### src/rtl/lut_neuron_programmer.sv
// Runtime-programmable LogicNets neuron: streams a truth table into a shadow buffer,
// commits it atomically to the active table, and serves registered lookups.
module lut_neuron_programmer #(
  parameter int IN_BITS  = 6,
  parameter int OUT_BITS = 1,
  parameter int WORD_W   = 8
) (
  input  logic                clk,
  input  logic                rst,
  input  logic                cfg_valid,
  output logic                cfg_ready,
  input  logic [WORD_W-1:0]   cfg_data,
  input  logic                cfg_last,
  output logic                cfg_done,
  output logic                cfg_err,
  output logic                table_valid,
  input  logic                in_valid,
  input  logic [IN_BITS-1:0]  in_data,
  output logic                out_valid,
  output logic [OUT_BITS-1:0] out_data
);

  localparam int TABLE_BITS = (2 ** IN_BITS) * OUT_BITS;
  localparam int WORDS      = (TABLE_BITS + WORD_W - 1) / WORD_W;
  localparam int CNT_W      = $clog2(WORDS + 1);
  localparam logic [CNT_W-1:0] LAST_CNT = CNT_W'(WORDS - 1);

  localparam logic [1:0] ST_IDLE   = 2'd0;
  localparam logic [1:0] ST_LOAD   = 2'd1;
  localparam logic [1:0] ST_DRAIN  = 2'd2;
  localparam logic [1:0] ST_COMMIT = 2'd3;

  logic [1:0]               state_q, state_d;
  logic [CNT_W-1:0]         cnt_q, cnt_d;
  logic [WORDS*WORD_W-1:0]  shadow_q, shadow_d;
  logic [TABLE_BITS-1:0]    active_q, active_d;
  logic                     table_valid_q, table_valid_d;
  logic                     cfg_err_q, cfg_err_d;
  logic                     out_valid_q, out_valid_d;
  logic [OUT_BITS-1:0]      out_data_q, out_data_d;
  logic                     accept;

  assign cfg_ready   = !rst && (state_q != ST_COMMIT);
  assign accept      = cfg_valid && cfg_ready;
  assign cfg_done    = (state_q == ST_COMMIT);
  assign cfg_err     = cfg_err_q;
  assign table_valid = table_valid_q;
  assign out_valid   = out_valid_q;
  assign out_data    = out_data_q;

  always_comb begin
    state_d       = state_q;
    cnt_d         = cnt_q;
    shadow_d      = shadow_q;
    active_d      = active_q;
    table_valid_d = table_valid_q;
    cfg_err_d     = cfg_err_q;
    case (state_q)
      ST_IDLE: begin
        if (accept) begin
          shadow_d[WORD_W-1:0] = cfg_data;
          cnt_d     = CNT_W'(1);
          cfg_err_d = 1'b0;
          if (cfg_last) begin
            if (WORDS == 1) begin
              state_d = ST_COMMIT;
            end else begin
              cfg_err_d = 1'b1;
            end
          end else begin
            state_d = (WORDS == 1) ? ST_DRAIN : ST_LOAD;
          end
        end
      end
      ST_LOAD: begin
        if (accept) begin
          shadow_d[cnt_q*WORD_W +: WORD_W] = cfg_data;
          cnt_d = cnt_q + CNT_W'(1);
          if (cnt_q == LAST_CNT) begin
            state_d = cfg_last ? ST_COMMIT : ST_DRAIN;
          end else if (cfg_last) begin
            state_d   = ST_IDLE;
            cfg_err_d = 1'b1;
          end
        end
      end
      ST_DRAIN: begin
        // Overlong load: swallow words until the terminator, then flag it.
        if (accept && cfg_last) begin
          state_d   = ST_IDLE;
          cfg_err_d = 1'b1;
        end
      end
      ST_COMMIT: begin
        active_d      = shadow_q[TABLE_BITS-1:0];
        table_valid_d = 1'b1;
        state_d       = ST_IDLE;
      end
      default: state_d = ST_IDLE;
    endcase
  end

  always_comb begin
    out_valid_d = in_valid;
    out_data_d  = table_valid_q ? active_q[in_data*OUT_BITS +: OUT_BITS] : '0;
  end

  always_ff @(posedge clk) begin
    if (rst) begin
      state_q       <= ST_IDLE;
      cnt_q         <= '0;
      active_q      <= '0;
      table_valid_q <= 1'b0;
      cfg_err_q     <= 1'b0;
      out_valid_q   <= 1'b0;
      out_data_q    <= '0;
    end else begin
      state_q       <= state_d;
      cnt_q         <= cnt_d;
      active_q      <= active_d;
      table_valid_q <= table_valid_d;
      cfg_err_q     <= cfg_err_d;
      out_valid_q   <= out_valid_d;
      out_data_q    <= out_data_d;
    end
  end

  // Shadow buffer carries no reset; its contents only matter after a full load.
  always_ff @(posedge clk) begin
    shadow_q <= shadow_d;
  end

endmodule

### config.mk
export PLATFORM = sky130hd
export DESIGN_NAME = lut_neuron_programmer
export DESIGN_NICKNAME = d
export VERILOG_FILES = /design/src/rtl/lut_neuron_programmer.sv
export SDC_FILE = /design/constraint.sdc
export NUM_CORES = 1
export LEC_CHECK = 0
export CAP_MARGIN = 10
export CORE_MARGIN = 3
export CORE_UTILIZATION = 34
export CTS_BUF_LIST = sky130_fd_sc_hd__clkbuf_2 sky130_fd_sc_hd__clkbuf_4 sky130_fd_sc_hd__clkbuf_8
export DETAILED_ROUTE_END_ITERATION = 7
export PLACE_DENSITY = 0.54
export SYNTH_ARGS = -nofsm -noshare
export SYNTH_HDL_FRONTEND = slang
export SYNTH_SLANG_ARGS = --single-unit
### constraint.sdc
create_clock -name clk -period 6.05 [get_ports clk]
set_input_delay 0.9075 -clock clk [delete_from_list [all_inputs] [get_ports clk]]
set_output_delay 0.9075 -clock clk [all_outputs]
set_load 0.02 [all_outputs]
* After elaboration in Yosys (flattened, before gate mapping) *
Cells that the tools add are included.

word-level totals
  flip-flop bits (word level) = 138
  latch bits = 0
  RAM bits = 0
  memory bits (read-only) = 0
  output and inout bits = 6
  memories = 0

operators by class
  $add $sub $neg = 2
  multipliers = 0
  divide/modulo/power cells = 0
  magnitude comparators = 0
  eq/ne operators = 12
  shift-type cells = 3
  muxes and demuxes = 22
  bitwise logic cells = 1
  reductions and logical operators = 12

operator list
  operator                                                number
  bitwise mux 64 bit                                      1
  variable shift 8 x 34 -> 64 bit (first input constant)  1
  indexed part select 64 x 7 -> 1 bit                     1
  indexed part select 8 x 34 -> 64 bit                    1
  negation 7 -> 34 bit                                    1
  two-way mux 8 bit                                       2
  one-hot mux 8 bit (2 select lines)                      1
  != test 2 bit (second input constant)                   7
  two-way mux 2 bit                                       6
  two-way mux 4 bit                                       2
  one-hot mux 2 bit (4 select lines)                      1
  one-hot mux 4 bit (2 select lines)                      1
  two-way mux 1 bit                                       7
  AND reduction 6 bit                                     1
  AND reduction 5 bit                                     1
  adder 4 x 1 -> 4 bit (second input constant)            1
  == test 2 bit (second input constant)                   2
  == test 4 x 3 -> 1 bit (second input constant)          1
  logical AND 1 bit                                       3
  != test 3 bit (second input constant)                   1
  one-hot mux 1 bit (3 select lines)                      1
  AND reduction 3 bit                                     1
  nonzero test 3 bit                                      1
  == test 2 x 1 -> 1 bit (second input constant)          1
  other kinds (6)                                         6

* Longest topological paths before layout *
Gate-level depths: netlist of run 1.

  depth in word-level cells = 6
  mapped depth = 8

* Least setup slack after synthesis of run 1 *
No wires, ideal clock.

  path type = register to register
  start = reg cnt_q[0] (netlist name)
  end = reg shadow_q[32] (enable)
  setup time = 0.398 ns
  arrival time = 2.415 ns
  data required time = 5.652 ns
  setup slack = 3.237 ns
  stages on the path, launching flop included = 8
  cells stage by stage = dfxtp_1 clkbuf_1 inv_2 ha_1 nand2b_1 a31oi_1 and3_1 nor4b_1

RTL lines
  element               RTL line  RTL
  end signal, assigned  130       shadow_q <= shadow_d;
  end, declared         35        logic [WORDS*WORD_W-1:0] shadow_q, shadow_d;

* Worst setup path in the final report of run 1 *
  start = reg state_q[0]
  end = out cfg_done

between the ends
  cells in the longest elaborated chain, start to end = 1

ends and longest elaborated chain
  element                 RTL line  RTL
  start, declared         33        logic [1:0] state_q, state_d;
  start signal, assigned  118       state_q <= state_d;
  == test 2 bit           45        assign cfg_done = (state_q == ST_COMMIT);
  end, declared           14        output logic cfg_done,

No other way between the ends.

==> results of run 1 <==
## cells in the mapped netlist (3+ instances only)
cell type  number
nor2b_1        11
a21oi_1         6
ha_1            9
nor3b_1         3
o21ai_0         4
dfxtp_1        74
mux4_2         15
buf_6           3
edfxtp_1       64
nor3_1          7
o22ai_1         3
clkbuf_1       11
and2_1         58
nand2_1         9
o21ai_1         3
nor2_1         82
mux2i_1        69
and3_1          5
buf_2           7
inv_1           6
## layout by cell type, fill, tap and decap left out, types with 9 or more instances in the layout
| cell type | synthesis | final |
|---|---|---|
| nor2_1 | 82 | 82 |
| nor2b_1 | 11 | 11 |
| clkdlybuf4s50_1 | 0 | 23 |
| nand2_1 | 9 | 9 |
| clkbuf_8 | 0 | 20 |
| dfxtp_1 | 74 | 74 |
| and2_1 | 58 | 58 |
| mux4_2 | 15 | 15 |
| mux2i_1 | 69 | 69 |
| edfxtp_1 | 64 | 64 |
## cell type report
| cell class | instances | area (um2) |
|---|---|---|
| fill | 1621 | 10000 |
| sequential | 138 | 3400 |
| multi-input combinational | 313 | 2390 |
| clock buffer | 23 | 298 |
| tap | 220 | 275 |
| timing repair buffer | 26 | 250 |
| clock inverter | 9 | 143 |
| inverter | 7 | 26.3 |
## worst paths after layout
check             cells after the start  slack [ps]                     from                   endpoint
setup reg to reg                      5        3190    cnt_q[0]$_SDFFE_PP0P_      shadow_q[7]$_DFFE_PP_
hold / removal                        2         480   shadow_q[40]$_DFFE_PP_  active_q[40]$_SDFFE_PP0P_
setup / recovery                      3        2330  state_q[0]$_SDFFE_PP0P_                   cfg_done
hold reg to reg                       2         480   shadow_q[40]$_DFFE_PP_  active_q[40]$_SDFFE_PP0P_
## kinds of logic (layout without fill, tap and decap cells)
| logic type | Yosys count | count (layout) | share of synthesized area |
|---|---|---|---|
| buf+inv | 31 | 65 | 0.0256 |
| compound gates | 25 | 25 | 0.0262 |
| xor+xnor | 1 | 1 | 0.00148 |
| simple gates | 190 | 190 | 0.167 |
| fa+ha+maj | 9 | 9 | 0.0190 |
| mux | 88 | 88 | 0.186 |
| flops | 138 | 138 | 0.575 |
## power by group
group / leakage, nW / switching, mW / internal, mW
combinational: 0.876 / 0.0708 / 0.0433
clock: 0.229 / 0.334 / 0.492
sequential: 1.24 / 0.00752 / 0.980
## through the flow
| step | instances | power, mW |
|---|---|---|
| 6_report | 736 | 1.93 |
| 5_1_grt | 736 | 2.00 |
| 4_1_cts | 736 | 1.95 |
| 3_5_place_dp | 704 | 1.12 |
| 3_3_place_gp | 704 | 1.12 |
| 2_1_floorplan | 482 | 1.08 |
## critical path, stage by stage, from the launching register on
cell and delay (ps):
dfxtp_1 430, ha_4 420, buf_4 740, clkdlybuf4s50_1 760
## metal layers
metal  track usage  share of wire  wire, um
met1         0.201           0.48      6290
met2         0.235           0.48      6330
met3        0.0399          0.031       411
met4        0.0445          0.013       170
met5             0              0         0
## registers in the layout (all words and copies together), names as in the netlist
name / flops
active_q: 64
out_valid: 1
table_valid: 1
shadow_q: 64
cnt_q: 4
out_data: 1
cfg_err: 1
state_q: 2
==> impl_results.md, run 1 <==
* Clock Tree Buf Depth at 2
* Max IR drop VDD at 0.124 mV
* Worst Setup End Kind: output port
* Total congestion overflow at 0
* Number of top-level pins at 25
* HP Class: reg2reg
* CTS tree: built
* Max-cap violations at 0
* Inserted Diodes at 0
* Leading area contributor after synthesis: edfxtp_1
* Mean post-synth cell area at 12.3 um2
* WL per Instance at ~18 um
* Final Critical Period at 3720 ps
* Routed vias at 3637
* Post-synth EDFFs at 64
* Worst-margin pin slew at between 1000 and 1500 ps
* Post-DP HPWL at 8350 um
* Worst setup margin at 2330 ps
* Clock sinks at between 100 and 150
* Drt total wl at 13200 um
* Post-CTS sizing at 0
* Residual DRC at 0
* Clock Latency Late Sink at between 400 and 500 ps
* Core outline area at 0.0168 mm2
* Lkg Pwr at 2.35 nW
* Syn nets at 510
* Die Span Y at 138 um
* Synth top area cells: edfxtp_1 (32%), dfxtp_1 (25%), mux2i_1 (12%)
* Placement Rows at 47
* Pwr/cell area at 284 mW/mm2
* Gate Count Post-Synth at 482
* Clock transition at path regs at 70 ps
* PortBufs at 24
* Worst Setup Path Type: reg2out
* Die area at about 0.019 mm2
* Hold Buf Count CTS at 0
* Setup violators final at 0
* Count of different cell masters after synthesis at 46
* CTS buffer count at 17
* Final instance area at approximately 0.0068 mm2
* Via density at about 4.9
* Post-route ant nets at 0
* CP startpoint kind: register
* Largest net degree at the start of global routing at 76
* Final design utilization at 0.403
* RSZ-0062 raised after global routing: no
* Global-route wire length before repair at 20700 um
* Top_reg_cell synth: dfxtp_1
* Fin crit share at 0.616
* Gr usage total at 0.149
* Hold_ws at approximately 480 ps
* Share of post-route cells with drive strength above 1 at 0.109
* Setup tns final at 0 ps
* Initial drt markers at 221
* Critical path fanouts, max at 49
* Worst endpoint data arrival time at roughly 2800 ps
* Slew HR at 0.298
* Ys Warns at 0
* Via count of the first global-routing pass at 3567
* Final Max Tran Viols at 0
* Cell area after synthesis at just under 0.006 mm2
* Gpl congestion at 0.781
* Status: finished clean
* Hold Vio Cnt, Final at 0
* FMAX at roughly 270 MHz
* Yosys top cell area share at 0.325
* Worst Path Required at 5140 ps
* Clk root buf: clkbuf_8
* Initial antenna violation count at 0
* Depth of the CTS H-tree at 4
* Worst slack, placed at 2470 ps
* Fin nets at 531
* Area grow syn2layout at 14.5%
* Die Width at between 100 and 150 um
* Synth Register Bits at 138
* Drt pass-1 iters at 4
* Fraction of registers with async set/reset at 0
* Sequential share of the synthesized area at 0.575
* Post-CTS setup buffer count at 0
* Starting density of the core at 0.352
* Placed cell area at 0.00634 mm2
* Clock skew at between 9 and 10 ps
Note: power is estimated with default switching activity, not from simulation.
==> inputs of run 2 (changes only) <==
PLACE_DENSITY = 0.56   (was 0.54)
clock period = 3 ns   (was 6.05 ns; I/O delays follow)
==> run 2 against run 1 <==
Against the previous run: critical path depth increased by 4; critical endpoint is now shadow_q[2]$_DFFE_PP_; first-iteration DRC count shrank 7.2%; register-to-register slack worse by 2700 ps.
==> impl_results.md, run 2 (same netlist as run 1, synthesis figures left out) <==
* Non-filler cells in the finished layout at 749 (+1.8%)
* CP Cell Sequence: inv_2, ha_1, or3b_1, or3_1, o31a_1, nor2_1, buf_4
* Post-CTS setup buffer count at 0 (unchanged)
* Residual DRC at 0 (unchanged)
* Worst Path Required at 3150 ps (-1990 ps)
* Hold EP: out_valid$_SDFF_PP0_
* Share of post-route cells with drive strength above 1 at 0.134 (+0.0257)
* Worst Reg-to-Reg Cells at 7 (+2)
* Reg2reg end: shadow_q[2]$_DFFE_PP_
* Clock sinks at 138 (unchanged)
* R2r startpoint: cnt_q[0]$_SDFFE_PP0P_
* Busiest grt layer: met2
* P_sw at 0.894 mW (+120%)
* Final Critical Period at 2500 ps
* Comb pwr share at 0.063 (+0.004)
* Lkg Pwr at 2.38 nW (+1.6%)
* Reg power frac at 0.534 (+0.022)
* Total congestion overflow at 0 (unchanged)
* Die Span Y at 138 um (unchanged)
* Largest net degree at the start of global routing at 74 (-2.6%)
* CTS tree: built
* Met2 Usage GRT at 0.241 (+0.00597)
* Gr usage total at 0.147 (-0.00137)
* PortBufs at 24 (unchanged)
* CP max stage delay at 460 ps (-300 ps)
* Initial drt markers at 205 (-7.2%)
* Global-route wire length before repair at 20600 um (-0.87%)
* Cell internal pwr at 2.83 mW (+87%)
* Slew HR at 0.461 (+0.164)
* Placement Rows at 47 (unchanged)
* Starting density of the core at 0.352 (unchanged)
* Hold Crit Depth at 2 (unchanged)
* Clock transition at path regs at 80 ps (about the same)
* FF-to-FF setup slack at 500 ps (-2690 ps)
* Hold wc startpoint: rst
* Hold Vio Cnt, Final at 0 (unchanged)
* Post-route ant nets at 0 (unchanged)
* Status: finished clean
* Post-DP HPWL at 8620 um (+3.2%)
* Switching share of power at 0.240 (+0.0261)
* Routed vias at 3645 (+0.22%)
* Hold Buf Count CTS at 0 (unchanged)
* Most common cell after layout, fill and taps aside: nor2_1
* Met1 Track Usage GR at 0.183 (-0.0185)
* Via density at 4.87 (-1.5%)
* Area grow syn2layout at 15.4%
* Clock Tree Buf Depth at 2 (unchanged)
* Largest registers: active_q: 64 flops, shadow_q: 64 flops, cnt_q: 4 flops
* Core outline area at 0.0168 mm2 (unchanged)
* Fin nets at 544 (+2.4%)
* Worst Setup Path Type: reg2reg
* Worst endpoint data arrival time at 2650 ps (-170 ps)
* Die Width at 138 um (unchanged)
* Area of the multi-input gates at 0.00239 mm2 (unchanged)
* Seq. cell area at 0.00340 mm2 (unchanged)
* Initial antenna violation count at 0 (unchanged)
* Die area at 0.0190 mm2 (unchanged)
* RSZ-0062 raised after global routing: no
* Number of top-level pins at 25 (unchanged)
* CP max stage cell: dfxtp_1
* Max IR drop VDD at 0.253 mV (+100%)
* WL per Instance at 17.5 um (-2.4%)
* Pwr/cell area at 545 mW/mm2 (+92%)
* Clock Latency Late Sink at 440 ps (about the same)
* Met3 Resource Use GR at 0.0461 (+0.00617)
* FMAX at ~400 MHz
* Setup violators final at 0 (unchanged)
* Via count of the first global-routing pass at 3711 (+4.0%)
* Drt total wl at 13100 um (-0.72%)
* Inserted Diodes at 0 (unchanged)
* Clk pwr share at 0.402 (-0.026)
* Final Max Tran Viols at 0 (unchanged)
* Clk root buf: clkbuf_8
* HP Class: in2reg
* CP startpoint kind: register
* Placed cell count at 717 (+1.8%)
* Worst Setup End Kind: register
* Max-cap violations at 0 (unchanged)
* Drt pass-1 iters at 5 (+1)
* Post-CTS sizing at 0 (unchanged)
* Critical path fanouts, max at 13 (-73%)
* Fin crit share at 0.832
* Depth of the CTS H-tree at 4 (unchanged)
* Leading cell types in the layout, fill and taps excluded: nor2_1 (82), dfxtp_1 (74), mux2i_1 (69), edfxtp_1 (64), and2_1 (58)
* Clock skew at 14.5 ps (+5.15 ps)
* FILL cells at 1576 (-2.8%)
* Worst-margin pin slew at 808 ps (-242 ps)
* Setup tns final at 0 ps (unchanged)
* Gpl congestion at 0.803 (+2.8%)
* CTS buffer count at 17 (unchanged)
## run 2: cell count changes in the layout (fill, tap and decap cells not counted)
cell,before,now
clkbuf_8,20,18
inv_6,0,1
clkbuf_4,3,0
clkinvlp_4,0,2
clkinv_2,3,4
buf_4,2,15
clkinv_1,2,0
clkinv_4,0,5
bufinv_16,4,2
## run 2: per-stage QoR
stage | worst slack (ps) | power, mW | instance area [um2] | hold WS [ps] | utilization
6_report | 503 | 3.73 | 6830 | 278 | 0.406
3_3_place_gp | 465 | 2.27 | 6440 | 462 | 0.383
5_1_grt | 341 | 3.86 | 6830 | 259 | 0.406
2_1_floorplan | 187 | 2.17 | 5920 | 451 | -
3_5_place_dp | 462 | 2.27 | 6440 | 473 | 0.383
4_1_cts | 507 | 3.78 | 6830 | 247 | 0.406
## run 2: how the worst max path moves through the flow
| stage | startpoint | end | slack [ps] |
|---|---|---|---|
| 6_report | cnt_q[0]$_SDFFE_PP0P_ | shadow_q[2]$_DFFE_PP_ | 500 |
| 3_3_place_gp | in_data[1] | out_data$_SDFF_PP0_ | 470 |
| 5_1_grt | cnt_q[0]$_SDFFE_PP0P_ | shadow_q[2]$_DFFE_PP_ | 340 |
| 2_1_floorplan | cnt_q[0]$_SDFFE_PP0P_ | shadow_q[32]$_DFFE_PP_ | 190 |
| 4_1_cts | cnt_q[0]$_SDFFE_PP0P_ | shadow_q[1]$_DFFE_PP_ | 510 |
| 3_5_place_dp | in_data[1] | out_data$_SDFF_PP0_ | 460 |
## run 2: cell type report
| class | count | area share |
|---|---|---|
| flip-flops and latches | 138 | 0.498 |
| inverters | 7 | 0.00384 |
| well taps | 220 | 0.0403 |
| clock buffers | 18 | 0.0363 |
| clock inverters | 14 | 0.0216 |
| repair buffers | 39 | 0.0509 |
| multi-input cells | 313 | 0.349 |
## run 2: power groups by stage
stage,Clock (mW),Combinational (mW),Sequential [mW]
floorplan,0,0.145,2.03
global placement,0,0.232,2.03
detailed placement,0,0.239,2.03
CTS,1.55,0.240,1.99
global route,1.61,0.262,1.99
finish,1.50,0.236,1.99
## run 2: routing by layer
metal  up-vias  share of wire
met5         -              0
met4         0          0.022
met3        19          0.046
met2        76           0.48
met1      1775           0.45
li1       1775              -
## run 2: critical path, delay by kind of cell (launching register included)
family	cells	cell delay, ps
AO/OA/AOI/OAI	1	340
adder cells (fa/ha/maj)	1	240
buffers and inverters	2	310
flip-flops	1	460
AND/OR/NAND/NOR	3	840
==> inputs of run 3 (changes only) <==
clock period = 2.08 ns   (was 3 ns; I/O delays follow)
==> run 3 against run 2 <==
Against the previous run: first-iteration DRC count rose by 3.4%; hold slack got worse by 110 ps; sequential cell count did not move; combinational power rose by 76%; register-to-register slack got worse by 480 ps; sequential share of layout area fell by 2.3 points; worst setup slack got worse by 480 ps; critical path depth fell by 1; largest power group unchanged.
==> impl_results.md, run 3 (same netlist as run 1, synthesis figures left out) <==
* Status: finished clean
* Fin nets at 565 (+3.9%)
* Via count of the first global-routing pass at 3873 (+4.4%)
* Clk pwr share at 0.417 (+0.015)
* Comb pwr share at 0.074 (+0.011)
* Max-cap violations at 0 (unchanged)
* Seq. cell area at 0.00341 mm2 (+0.26%)
* Gpl congestion at 0.857 (+6.8%)
* Inserted Diodes at 0 (unchanged)
* HP Class: in2reg
* FMAX at 487 MHz (+22%)
* Clock skew at 8.26 ps (-6.26 ps)
* Placement Rows at 47 (unchanged)
* WL per Instance at 17.0 um (-2.6%)
* Worst Setup End Kind: register
* Final instance area at 0.00718 mm2 (+5.1%)
* Largest registers: active_q: 64 flops, shadow_q: 64 flops, cnt_q: 4 flops
* Worst Setup Path Type: reg2reg
* Clock Tree Buf Depth at 2 (unchanged)
* Die Span Y at 138 um (unchanged)
* Switching share of power at 0.220 (-0.0197)
* Final Critical Period at 2050 ps (-444 ps)
* Number of top-level pins at 25 (unchanged)
* Worst-margin pin slew at 800 ps (-8.40 ps)
* Core outline area at 0.0168 mm2 (unchanged)
* CP max stage delay at 370 ps (-90 ps)
* Buf/Inv on CP at 1 (-1)
* Routed vias at 3768 (+3.4%)
* CP max stage cell: dfxtp_4
* Via density at 4.89 (+0.56%)
* Lkg Pwr at 2.54 nW (+6.6%)
* Pwr/cell area at 785 mW/mm2 (+44%)
* Placed cell area at 0.00670 mm2 (+4.0%)
* Clk root buf: clkbuf_8
* Clock transition at path regs at 70 ps (about the same)
* Critical path fanouts, max at 8 (-5)
* Setup violators final at 0 (unchanged)
* Fin crit share at 0.987 (+0.154)
* Max IR drop VDD at 0.360 mV (+42%)
* Clock sinks at 138 (unchanged)
* CP startpoint kind: register
* Clock Latency Late Sink at 440 ps (about the same)
* Share of post-route cells with drive strength above 1 at 0.198 (+0.0640)
* FILL cells at 1598 (+1.4%)
* Depth of the CTS H-tree at 4 (unchanged)
* Initial antenna violation count at 0 (unchanged)
* Cell internal pwr at 4.39 mW (+55%)
* Leading cell types in the layout, fill and taps excluded: nor2_1 (80), dfxtp_1 (71), mux2i_1 (69), edfxtp_1 (64), and2_1 (57)
* Gr usage total at 0.152 (+0.00436)
* CTS buffer count at 17 (unchanged)
* Starting density of the core at 0.352 (unchanged)
* Final Max Tran Viols at 0 (unchanged)
* Die area at 0.0190 mm2 (unchanged)
* Worst Path Required at 2210 ps (-940 ps)
* Area of the multi-input gates at 0.00246 mm2 (+3.0%)
* CTS tree: built
* PortBufs at 24 (unchanged)
* Most common cell after layout, fill and taps aside: nor2_1
* Setup tns final at 0 ps (unchanged)
* Post-DP HPWL at 8890 um (+3.1%)
* Slew HR at 0.467 (+0.00560)
* Global-route wire length before repair at 21500 um (+4.7%)
* Worst endpoint data arrival time at 2180 ps (-470 ps)
* Die Width at 138 um (unchanged)
* Largest net degree at the start of global routing at 72 (-2.7%)
* Power, Total at 5.64 mW (+51%)
* Initial drt markers at 212 (+3.4%)
* P_sw at 1.24 mW (+39%)
* Drt total wl at 13100 um (about the same)
* Post-route ant nets at 0 (unchanged)
* RSZ-0062 raised after global routing: yes
* Drt pass-1 iters at 4 (-1)
* Reg power frac at 0.509 (-0.025)
* CP Cell Sequence: inv_4, ha_4, or3b_4, or3_1, o31a_1, nor2_4
* Residual DRC at 0 (unchanged)
* Hold Vio Cnt, Final at 0 (unchanged)
* Area grow syn2layout at 21.3%
* Top Family by Delay on Critical Path: simple AND/OR/NAND/NOR gates
* Total congestion overflow at 0 (unchanged)
-- run 3: repair_timing --
action / 4_1_cts / 5_1_grt
buffers inserted: 0 / 1
setup endpoints to repair: 42 / 65
pin swaps: 3 / 3
gates cloned: 0 / 0
hold buffers: 0 / 0
resized for setup: 7 / 11
-- run 3: through the flow --
stage / cells / utilization / setup slack, ps / hold WS (ps)
finish: 770 / 0.427 / 27.8 / 167
global route: 770 / 0.427 / -38.0 / 151
CTS: 769 / 0.425 / 6.23 / 139
detailed placement: 737 / 0.398 / -284 / 474
global placement: 737 / 0.398 / -264 / 462
floorplan: 482 / - / -148 / 440
-- run 3: worst paths after layout --
path | startpoint | endpoint | slack [ps] | depth (start not counted)
max reg2reg | cnt_q[1]$_SDFFE_PP0P_ | shadow_q[6]$_DFFE_PP_ | 30 | 6
min reg2reg | shadow_q[10]$_DFFE_PP_ | active_q[10]$_SDFFE_PP0P_ | 480 | 2
min | rst | out_valid$_SDFF_PP0_ | 170 | 2
max | cnt_q[1]$_SDFFE_PP0P_ | shadow_q[6]$_DFFE_PP_ | 30 | 6
-- run 3: power by group through the flow --
stage	Clock, mW	Combinational, mW	Sequential, mW
2_1_floorplan	0	0.227	2.93
3_3_place_gp	0	0.402	2.93
3_5_place_dp	0	0.410	2.93
4_1_cts	2.41	0.413	2.87
5_1_grt	2.53	0.456	2.87
6_report	2.35	0.415	2.87
-- run 3: routing by layer --
| layer | track usage | wire length, um |
|---|---|---|
| met4 | 0.0543 | 204 |
| met5 | 0 | 0 |
| met3 | 0.0392 | 604 |
| met2 | 0.232 | 6040 |
| met1 | 0.209 | 6270 |
-- run 3: final cells by class --
type | instances | area share
clock buffers | 19 | 0.0364
well taps | 220 | 0.0383
clock inverters | 13 | 0.0242
repair buffers | 60 | 0.0793
multi-input cells | 313 | 0.342
flip-flops and latches | 138 | 0.475
inverters | 7 | 0.00470
==> RTL change: new RTL, config.mk and constraints of run 2 <==
The parameter `IN_BITS` goes from 6 to 7.
--- a/src/rtl/lut_neuron_programmer.sv
+++ b/src/rtl/lut_neuron_programmer.sv
@@ -1,7 +1,7 @@
 // Runtime-programmable LogicNets neuron: streams a truth table into a shadow buffer,
 // commits it atomically to the active table, and serves registered lookups.
 module lut_neuron_programmer #(
-  parameter int IN_BITS  = 6,
+  parameter int IN_BITS  = 7,
   parameter int OUT_BITS = 1,
   parameter int WORD_W   = 8
 ) (
Ports: changed (resized in_data); port bits go from 25 to 26. The function was not compared with the original's and may differ.
==> RTL change against run 2 <==
  * Combinational power rose by 61%
  * Non-clock buffer count rose by 29
  * Clock power rose by 130%
  * Sequential cell count rose by 129
  * Cell area rose by 90%
  * Worst hold slack improved by 180 ps
  * Maximum frequency fell by 6.5%
  * Wire length rose by 100%
  * Setup slack got worse by 170 ps
  * Area after synthesis rose by 87%
  * Final cell count rose by 96%
  * Sequential power rose by 92%
  * First-iteration DRC count rose by 130%
  * Power rose by 110%
  * Highest routed layer unchanged
==> RTL change: results (changes against run 2) <==
status = finished clean (unchanged)
Clock power frac = 45.0% (was 40.2%)
clock-pin slew on the worst setup and hold paths = 60 ps (was 80 ps)
nets@finish = 1025 (was 544)
hpwl dp = 16550 µm (was 8615 µm)
HP Class = flip-flop to flip-flop (was input port to flip-flop)
Switching Share = 22.06% (was 24.00%)
fraction of area in multi-input gates = 31.85% (was 34.91%)
CTS buffer count = 46 (was 17)
Unique masters post-synth = 49 (was 46)
largest registers = active_q x128, shadow_q x128, cnt_q x5 (was active_q x64, shadow_q x64, cnt_q x4)
CP max FO = 66 (was 13)
hold buffer count at CTS = 0 (unchanged)
count of plain and timing-repair buffers = 68 (was 39)
Core Util, Final = 40.89% (was 40.63%)
Clock buffer cells = 75 (was 18)
wire per inst = 18.25 µm (was 17.50 µm)
top cells by count, synth = nor2_1, mux2i_1, dfxtp_1 (was nor2_1, dfxtp_1, mux2i_1)
Multi-In Gates = 604 (was 313)
initial drt markers = 468 (was 205)
final-layout clock-cell area share = 7.555% (was 5.785%)
num sequential = 267 (was 138)
Bufs on Longest Clock Path = 3 (was 2)
reg-to-reg critical path endpoint = shadow_q[35] (was shadow_q[2])
sequential cell area share = 50.97% (was 49.80%)
CTS H-Tree Depth = 2 (was 4)
synthesized area per cell = 11.77 µm² (was 12.29 µm²)
dpl ws = 143.4 ps (was 461.7 ps)
input/output buffers = 25 (was 24)
buffering overhead = 5.178% (was 5.090%)
path depth of the worst reg2reg path = 9 (was 7)
Worst Setup EP = cfg_done (was shadow_q[2])
GPL Wtd Cong = 0.7955 (was 0.8028)
reg2reg setup slack = 560 ps (was 500 ps)
CORE AREA = 31800 µm² (was 16820 µm²)
inverter count = 9 (was 7)
Hold EP = cfg_err (was out_valid)
post-CTS resize count = 1 (was 0)
final hold slack = 462.3 ps (was 278.2 ps)
synth top area cells = edfxtp_1, dfxtp_1, mux2i_1, nor2_1, mux4_2 (was edfxtp_1, dfxtp_1, mux2i_1, and2_1, mux4_2)
via count = 7160 (was 3645)
Pleak = 4.092 nW (was 2.383 nW)
worst r2r src = cnt_q[1] (was cnt_q[0])
Tot Pwr = 7.638 mW (was 3.726 mW)
Slew @ Worst Pin = 783.3 ps (was 808.0 ps)
Post-synth EDFFs = 128 (was 64)
Seq/Total Area, Yosys = 59.96% (was 57.47%)
Worst VDD drop = 0.0002803 V (was 0.0002528 V)
total track usage = 15.83% (was 14.73%)
post-layout min period = 2671 ps (was 2497 ps)
vias in the first global route = 7108 (was 3711)
vias per inst = 4.881 (was 4.866)
Comb power frac = 5.0% (was 6.3%)
post-synthesis net count = 968 (was 510)
hold wc startpoint = cfg_err (was rst)
crit path from = state_q[1] (was cnt_q[0])
hold path depth = 2 (unchanged)
==> RTL change: changes by cell type after synthesis, moves of 12 or more <==
cell,delta
clkbuf_1,+23
edfxtp_1,+64
and2_1,-20
nand2_1,+29
dfxtp_1,+65
mux2i_1,+82
nor2_1,+171
buf_1,+12
==> RTL change: metal layers <==
metal / wire (µm) / GRT usage, % / up-vias / part of all wire [%]
li1: - / - / 3409 / -
met1: 12990 / 23.42 / 3548 / 49
met2: 11710 / 23.38 / 158 / 44
met3: 1496 / 3.189 / 45 / 5.6
met4: 580 / 5.064 / 0 / 2.2
met5: 0 / 0 / - / 0
==> RTL change: logic make-up after synthesis <==
kind of cell | share of synthesized area (%)
xor+xnor | 0.3171
simple gates | 14.89
flops | 59.96
compound gates | 2.264
buf+inv | 2.683
mux | 18.87
fa+ha+maj | 1.019
==> RTL change: critical path, stage by stage, from the launching register on <==
cell and delay (ps):
dfxtp_1 400, ha_4 230, buf_16 340, clkdlybuf4s50_1 690
